## src/rtl/vga_pkg.sv

```systemverilog
// Shared VGA constants: default 640x480@60 timing, entity codes, palette.
package vga_pkg;

  localparam int H_ACTIVE_DEF = 640;
  localparam int H_FP_DEF     = 16;
  localparam int H_SYNC_DEF   = 96;
  localparam int H_BP_DEF     = 48;
  localparam int V_ACTIVE_DEF = 480;
  localparam int V_FP_DEF     = 10;
  localparam int V_SYNC_DEF   = 2;
  localparam int V_BP_DEF     = 33;

  localparam int H_TOTAL      = H_ACTIVE_DEF + H_FP_DEF + H_SYNC_DEF + H_BP_DEF;
  localparam int V_TOTAL      = V_ACTIVE_DEF + V_FP_DEF + V_SYNC_DEF + V_BP_DEF;
  localparam int H_SYNC_START = H_ACTIVE_DEF + H_FP_DEF;
  localparam int H_SYNC_END   = H_SYNC_START + H_SYNC_DEF - 1;
  localparam int V_SYNC_START = V_ACTIVE_DEF + V_FP_DEF;
  localparam int V_SYNC_END   = V_SYNC_START + V_SYNC_DEF - 1;

  localparam logic [1:0] ENT_EMPTY = 2'b00;
  localparam logic [1:0] ENT_FOOD  = 2'b01;
  localparam logic [1:0] ENT_SNAKE = 2'b10;
  localparam logic [1:0] ENT_WALL  = 2'b11;

  localparam logic [11:0] COL_EMPTY = 12'h000;
  localparam logic [11:0] COL_FOOD  = 12'hF00;
  localparam logic [11:0] COL_SNAKE = 12'h0F0;
  localparam logic [11:0] COL_WALL  = 12'hFFF;

  // Entity code to {R,G,B} nibble colour.
  function automatic logic [11:0] ent_colour(input logic [1:0] code);
    case (code)
      ENT_FOOD:  return COL_FOOD;
      ENT_SNAKE: return COL_SNAKE;
      ENT_WALL:  return COL_WALL;
      default:   return COL_EMPTY;
    endcase
  endfunction

endpackage

```

## src/rtl/vga_timing_gen.sv

```systemverilog
// Raw raster counters plus undelayed active/sync flags and end-of-frame pulse.
module vga_timing_gen
  import vga_pkg::*;
#(
  parameter int H_ACTIVE = H_ACTIVE_DEF,
  parameter int H_FP     = H_FP_DEF,
  parameter int H_SYNC   = H_SYNC_DEF,
  parameter int H_BP     = H_BP_DEF,
  parameter int V_ACTIVE = V_ACTIVE_DEF,
  parameter int V_FP     = V_FP_DEF,
  parameter int V_SYNC   = V_SYNC_DEF,
  parameter int V_BP     = V_BP_DEF
) (
  input  logic       clk_i,
  input  logic       rst_ni,
  output logic [9:0] h_cnt_o,
  output logic [9:0] v_cnt_o,
  output logic       active_o,
  output logic       hsync_o,
  output logic       vsync_o,
  output logic       frame_end_o
);

  localparam int HT  = H_ACTIVE + H_FP + H_SYNC + H_BP;
  localparam int VT  = V_ACTIVE + V_FP + V_SYNC + V_BP;
  localparam int HSS = H_ACTIVE + H_FP;
  localparam int HSE = HSS + H_SYNC - 1;
  localparam int VSS = V_ACTIVE + V_FP;
  localparam int VSE = VSS + V_SYNC - 1;

  logic [9:0] h_cnt_q, h_cnt_d, v_cnt_q, v_cnt_d;
  logic       h_wrap, v_wrap;

  // Next raster position: h wraps every line, v steps only on the h wrap.
  always_comb begin
    h_wrap  = (h_cnt_q == 10'(HT - 1));
    v_wrap  = (v_cnt_q == 10'(VT - 1));
    h_cnt_d = h_wrap ? '0 : h_cnt_q + 10'd1;
    v_cnt_d = v_cnt_q;
    if (h_wrap) v_cnt_d = v_wrap ? '0 : v_cnt_q + 10'd1;
  end

  // Counter registers; reset restarts the raster at (0,0).
  always_ff @(posedge clk_i or negedge rst_ni) begin
    if (!rst_ni) begin
      h_cnt_q <= '0;
      v_cnt_q <= '0;
    end else begin
      h_cnt_q <= h_cnt_d;
      v_cnt_q <= v_cnt_d;
    end
  end

  assign h_cnt_o     = h_cnt_q;
  assign v_cnt_o     = v_cnt_q;
  assign active_o    = (h_cnt_q < 10'(H_ACTIVE)) && (v_cnt_q < 10'(V_ACTIVE));
  assign hsync_o     = !((h_cnt_q >= 10'(HSS)) && (h_cnt_q <= 10'(HSE)));
  assign vsync_o     = !((v_cnt_q >= 10'(VSS)) && (v_cnt_q <= 10'(VSE)));
  assign frame_end_o = h_wrap && v_wrap;

endmodule

```

## src/rtl/vga_entity_renderer.sv

```systemverilog
// VGA raster driver: emits coordinates, maps returned entity codes to RGB,
// blinks inverted colours on game over, and delay-matches sync/de to RGB.
module vga_entity_renderer
  import vga_pkg::*;
#(
  parameter int H_ACTIVE   = H_ACTIVE_DEF,
  parameter int H_FP       = H_FP_DEF,
  parameter int H_SYNC     = H_SYNC_DEF,
  parameter int H_BP       = H_BP_DEF,
  parameter int V_ACTIVE   = V_ACTIVE_DEF,
  parameter int V_FP       = V_FP_DEF,
  parameter int V_SYNC     = V_SYNC_DEF,
  parameter int V_BP       = V_BP_DEF,
  parameter int ENT_LAT    = 1,
  parameter int BLINK_LOG2 = 5
) (
  input  logic        sys_clk,
  input  logic        sys_rst,
  output logic [9:0]  VGA_X,
  output logic [9:0]  VGA_Y,
  input  logic [0:1]  cur_ent_code,
  input  logic        game_over,
  output logic        vga_hsync,
  output logic        vga_vsync,
  output logic        vga_de,
  output logic [11:0] vga_rgb,
  output logic        frame_end
);

  localparam int STAGES = ENT_LAT + 1;
  localparam int BW     = BLINK_LOG2 + 1;

  logic act_raw, hs_raw, vs_raw, fe_raw;

  vga_timing_gen #(
    .H_ACTIVE(H_ACTIVE), .H_FP(H_FP), .H_SYNC(H_SYNC), .H_BP(H_BP),
    .V_ACTIVE(V_ACTIVE), .V_FP(V_FP), .V_SYNC(V_SYNC), .V_BP(V_BP)
  ) u_timing (
    .clk_i       (sys_clk),
    .rst_ni      (sys_rst),
    .h_cnt_o     (VGA_X),
    .v_cnt_o     (VGA_Y),
    .active_o    (act_raw),
    .hsync_o     (hs_raw),
    .vsync_o     (vs_raw),
    .frame_end_o (fe_raw)
  );

  // Index 0 is the raw flag; index k is the flag k cycles old.
  logic [STAGES-1:0] vld_q, hs_q, vs_q;
  logic [STAGES:0]   vld_pipe, hs_pipe, vs_pipe;
  logic [BW-1:0]     blink_q, blink_d;
  logic              go_q;
  logic [11:0]       rgb_q, rgb_d;

  assign vld_pipe = {vld_q, act_raw};
  assign hs_pipe  = {hs_q, hs_raw};
  assign vs_pipe  = {vs_q, vs_raw};

  // Blink counter only advances on frames that started with game_over
  // already high, so a rising edge coinciding with frame_end starts at 0.
  always_comb begin
    blink_d = blink_q;
    if (!game_over)            blink_d = '0;
    else if (fe_raw && go_q)   blink_d = blink_q + BW'(1);
  end

  // Colour for the coordinate issued ENT_LAT cycles ago; blanked outside active.
  always_comb begin
    rgb_d = ent_colour(cur_ent_code);
    if (game_over && blink_q[BW-1]) rgb_d = ~rgb_d;
    if (!vld_pipe[ENT_LAT])         rgb_d = '0;
  end

  // Delay line, blink state and output colour register.
  always_ff @(posedge sys_clk or negedge sys_rst) begin
    if (!sys_rst) begin
      vld_q   <= '0;
      hs_q    <= '1;
      vs_q    <= '1;
      blink_q <= '0;
      go_q    <= 1'b0;
      rgb_q   <= '0;
    end else begin
      vld_q   <= vld_pipe[STAGES-1:0];
      hs_q    <= hs_pipe[STAGES-1:0];
      vs_q    <= vs_pipe[STAGES-1:0];
      blink_q <= blink_d;
      go_q    <= game_over;
      rgb_q   <= rgb_d;
    end
  end

  assign vga_de    = vld_pipe[STAGES];
  assign vga_hsync = hs_pipe[STAGES];
  assign vga_vsync = vs_pipe[STAGES];
  assign vga_rgb   = rgb_q;
  assign frame_end = fe_raw;

endmodule

```

## config.mk

```make
export PLATFORM = sky130hd
export DESIGN_NAME = vga_entity_renderer
export DESIGN_NICKNAME = d
export VERILOG_FILES = /design/src/rtl/vga_pkg.sv /design/src/rtl/vga_timing_gen.sv /design/src/rtl/vga_entity_renderer.sv
export SDC_FILE = /design/constraint.sdc
export NUM_CORES = 1
export LEC_CHECK = 0
export CAP_MARGIN = 10
export CELL_PAD_IN_SITES_DETAIL_PLACEMENT = 1
export CELL_PAD_IN_SITES_GLOBAL_PLACEMENT = 1
export CORE_MARGIN = 2
export CORE_UTILIZATION = 43
export DETAILED_ROUTE_END_ITERATION = 16
export DONT_BUFFER_PORTS = 1
export HOLD_SLACK_MARGIN = 0.12
export PLACE_DENSITY_LB_ADDON = 0.1
export SYNTH_ARGS = -nofsm -noshare
export SYNTH_HDL_FRONTEND = slang
export SYNTH_HIERARCHICAL = 1
export SYNTH_SLANG_ARGS = --single-unit
```

## constraint.sdc

```tcl
create_clock -name sys_clk -period 2.3 [get_ports sys_clk]
set_input_delay 0.46 -clock sys_clk [delete_from_list [all_inputs] [get_ports sys_clk]]
set_output_delay 0.46 -clock sys_clk [all_outputs]
set_load 0.03 [all_outputs]
```

==> flow_summary.yaml <==
global_routing:
  grt_pass1_wl_um: 6320
  grt_max_degree: 37
  grt_overflow: 0
  grt_usage_pct: 19.0
  grt_pass1_vias: 1306
  antenna_found_initial: 0
detailed_routing:
  drc: 0
  wl_um: 3940
  viasPerCell: 5.27
  antenna_left: 0
  wl_per_cell_um: 16.8
  first_iter_violations: 29
  vias: 1234
  drt_first_pass_iters: 2
critical_path:
  cp_slowest_cell: "dfrtp_2"
  r2r_cells: 6
  crit_type: "flip-flop to output pin"
  reg2reg_slack_ns: 0.31
  critPathRequiredTime_ns: 1.84
  startpoint_type: "flip-flop"
  cp-end-kind: "output pin"
  crit_fanout: 6
  crit_chain: "or3_4, or3_4, nor2_4, buf_8"
  r2r_start: "u_timing/h_cnt_o[6]"
  slowest_delay_ns: 0.40
  timing.rr.end: "blink_q[4]"
  worst_ep_arrival_time_ns: 1.79
  crit_top_cell: "or3_4"
placement:
  gp_congestion: 0.783
  dpl_cell_area_um2: 1960
  placed_cells: 225
  dp_hpwl_um: 2890
  pre_cts_ws_ns: 0.315
  port_buffers: 0
clocking:
  root_buffer: "clkbuf_8"
  clock_latency_ns: 0.29
  clk_pin_slew_ns: 0.07
  postCtsSetupBuffers: 0
  htree_levels: 2
  cts_tree: "yes"
  cts_sinks: 36
  clockBufferDepth: 2
  numCtsBuffers: 5
job:
  cap_violations: 0
logic_synthesis:
  yosysTopAreaCellShare_pct: 44.8
  syn_avg_cell_area_um2: 11.0
  async_flop_share_pct: 100
  syn_nets: 172
  synth-seq-area-share_pct: 50.7
  synth_edf_count: 0
  ys_ff_latch: 36
  synth_area_um2: 1790
  synthCells: 162
  synthTopCellsByCount: "32 x dfrtp_1, 18 x nand3_1, 11 x xnor2_1"
  ys_top_cells_by_area: "dfrtp_1 45%, dfstp_2 5.9%, xnor2_1 5.4%"
  synth-main-ff-cell: "dfrtp_1"
  synth.most_common_cell: "dfrtp_1"
  post-synth-top-area-cell: "dfrtp_1"
  synth_warnings: 6
  ys_types: 39
layout:
  fin_nets: 194
  syn2layout_area_growth_pct: 17.7
  multi_input_area_um2: 797
  diodes: 0
  n_fill_cell: 433
  drive_gt1_share_pct: 29.9
  final-seq-area_um2: 911
  fin_util_pct: 52.6
  final_cells: 234
  design_area_um2: 2100
die:
  dieArea_um2: 4690
  num_rows: 23
  core_um2: 4000
  start_util_pct: 44.7
  pin_count: 41
  die_y_um: 68.5
  die_x_um: 68.5
timing:
  worst_pin_slew_ns: 0.401
  whs_ns: 0.195
  tns_ns: 0
  relSlewSlack_pct: 73.0
  setup-violations-final: 0
  min_period_ns: 2.25
  slew_viol_final: 0
  setup_slack_ns: 0.0463
  skew_ns: 0.00203
  final-hold-violation-count: 0
  rsz0062_at_grt: "true"
  period_share_pct: 98.0
  fmax_mhz: 444
outcome:
  status: "finished, final reports clean"
hold_path:
  hp-start: "game_over"
  whs_path_depth: 0
  worstHoldPathType: "input pin to flip-flop"
  min_to: "go_q"
power_and_ir_drop:
  p_leak_nw: 0.949
  powerDensity_nw_per_um2: 558
  peakVddDrop_mv: 0.386
  finalPower_mw: 1.17
[flip-flops by register name, indices dropped and copies added, names as in the netlist]
signal / count
blink_q: 6
go_q: 1
hs_q: 2
u_timing/h_cnt_o: 10
u_timing/v_cnt_o: 10
vga_rgb: 3
vld_q: 2
vs_q: 2
[where the power goes]
part	internal [mW]	leakage [nW]	switching [mW]
sequential	0.637	0.452	0.00190
clock	0.267	0.0503	0.216
combinational	0.0121	0.446	0.0404
total	0.915	0.949	0.259
[how the worst max path moves through the flow]
stage	start	to	slack, ns	cells past startpoint
floorplan	u_timing/h_cnt_o[6]	blink_q[4]	-0.04	7
global placement	u_timing/h_cnt_o[6]	frame_end	0.33	4
detailed placement	u_timing/h_cnt_o[6]	frame_end	0.32	4
CTS	u_timing/h_cnt_o[6]	frame_end	0.01	4
global route	u_timing/h_cnt_o[6]	frame_end	-0.02	4
finish	u_timing/h_cnt_o[6]	frame_end	0.05	4
[what timing repair did]
action / in CTS / in global routing
hold buffers: 2 / 0
gates cloned: 0 / 0
setup endpoints to repair: 1 / 1
pin swaps: 0 / 1
gates resized for setup: 1 / 2
endpoints found under the hold margin: 36 / 0
[cell usage in the layout (no fill, tap or decap), types with 2 or more instances in the layout]
master	n
or3_1	2
nand2_1	9
dfrtp_1	28
nand3_1	17
xor2_1	7
nand4_1	2
o21a_1	2
clkbuf_8	7
ha_1	4
xnor2_1	11
nor4_4	2
inv_1	5
dfstp_2	4
and3_2	2
or3_4	2
a21boi_1	2
o21ai_0	5
nor3_1	4
and2_1	7
buf_4	23
dfrtp_2	4
nor2_1	8
and3_1	3
nor4_1	3
[critical path, delay by kind of cell (launching register included)]
family                 cells  cell delay, ns
AND/OR/NAND/NOR            3            0.93
flip-flops                 1            0.40
buffers and inverters      1            0.17
[area by class of cell]
cell class / instances / area share [%]
well taps: 50 / 2.97
flip-flops and latches: 36 / 43.3
repair buffers: 26 / 10.4
clock buffers: 7 / 4.58
inverters: 5 / 0.892
multi-input cells: 110 / 37.9
[logic make-up (layout without fill, tap and decap cells)]
family                     count (synthesis)  in the layout  share of synthesized area [%]
adders and majority gates                  5              5                           3.50
buffers and inverters                     16             38                           5.67
muxes                                      1              1                          0.560
and+or+nand+nor                           73             73                           26.1
DFF                                       36             36                           50.7
xor gates and xnor gates                  18             18                           8.82
AOI/OAI and AO/OA                         13             13                           4.69
[metal layers]
metal / track usage [%] / share of wire [%] / up-vias
li1: - / - / 594
met1: 23.2 / 43 / 609
met2: 29.4 / 50 / 25
met3: 6.58 / 5.1 / 6
met4: 10.0 / 2.2 / 0
met5: 0 / 0 / -
(Power assumes the default switching activity.)
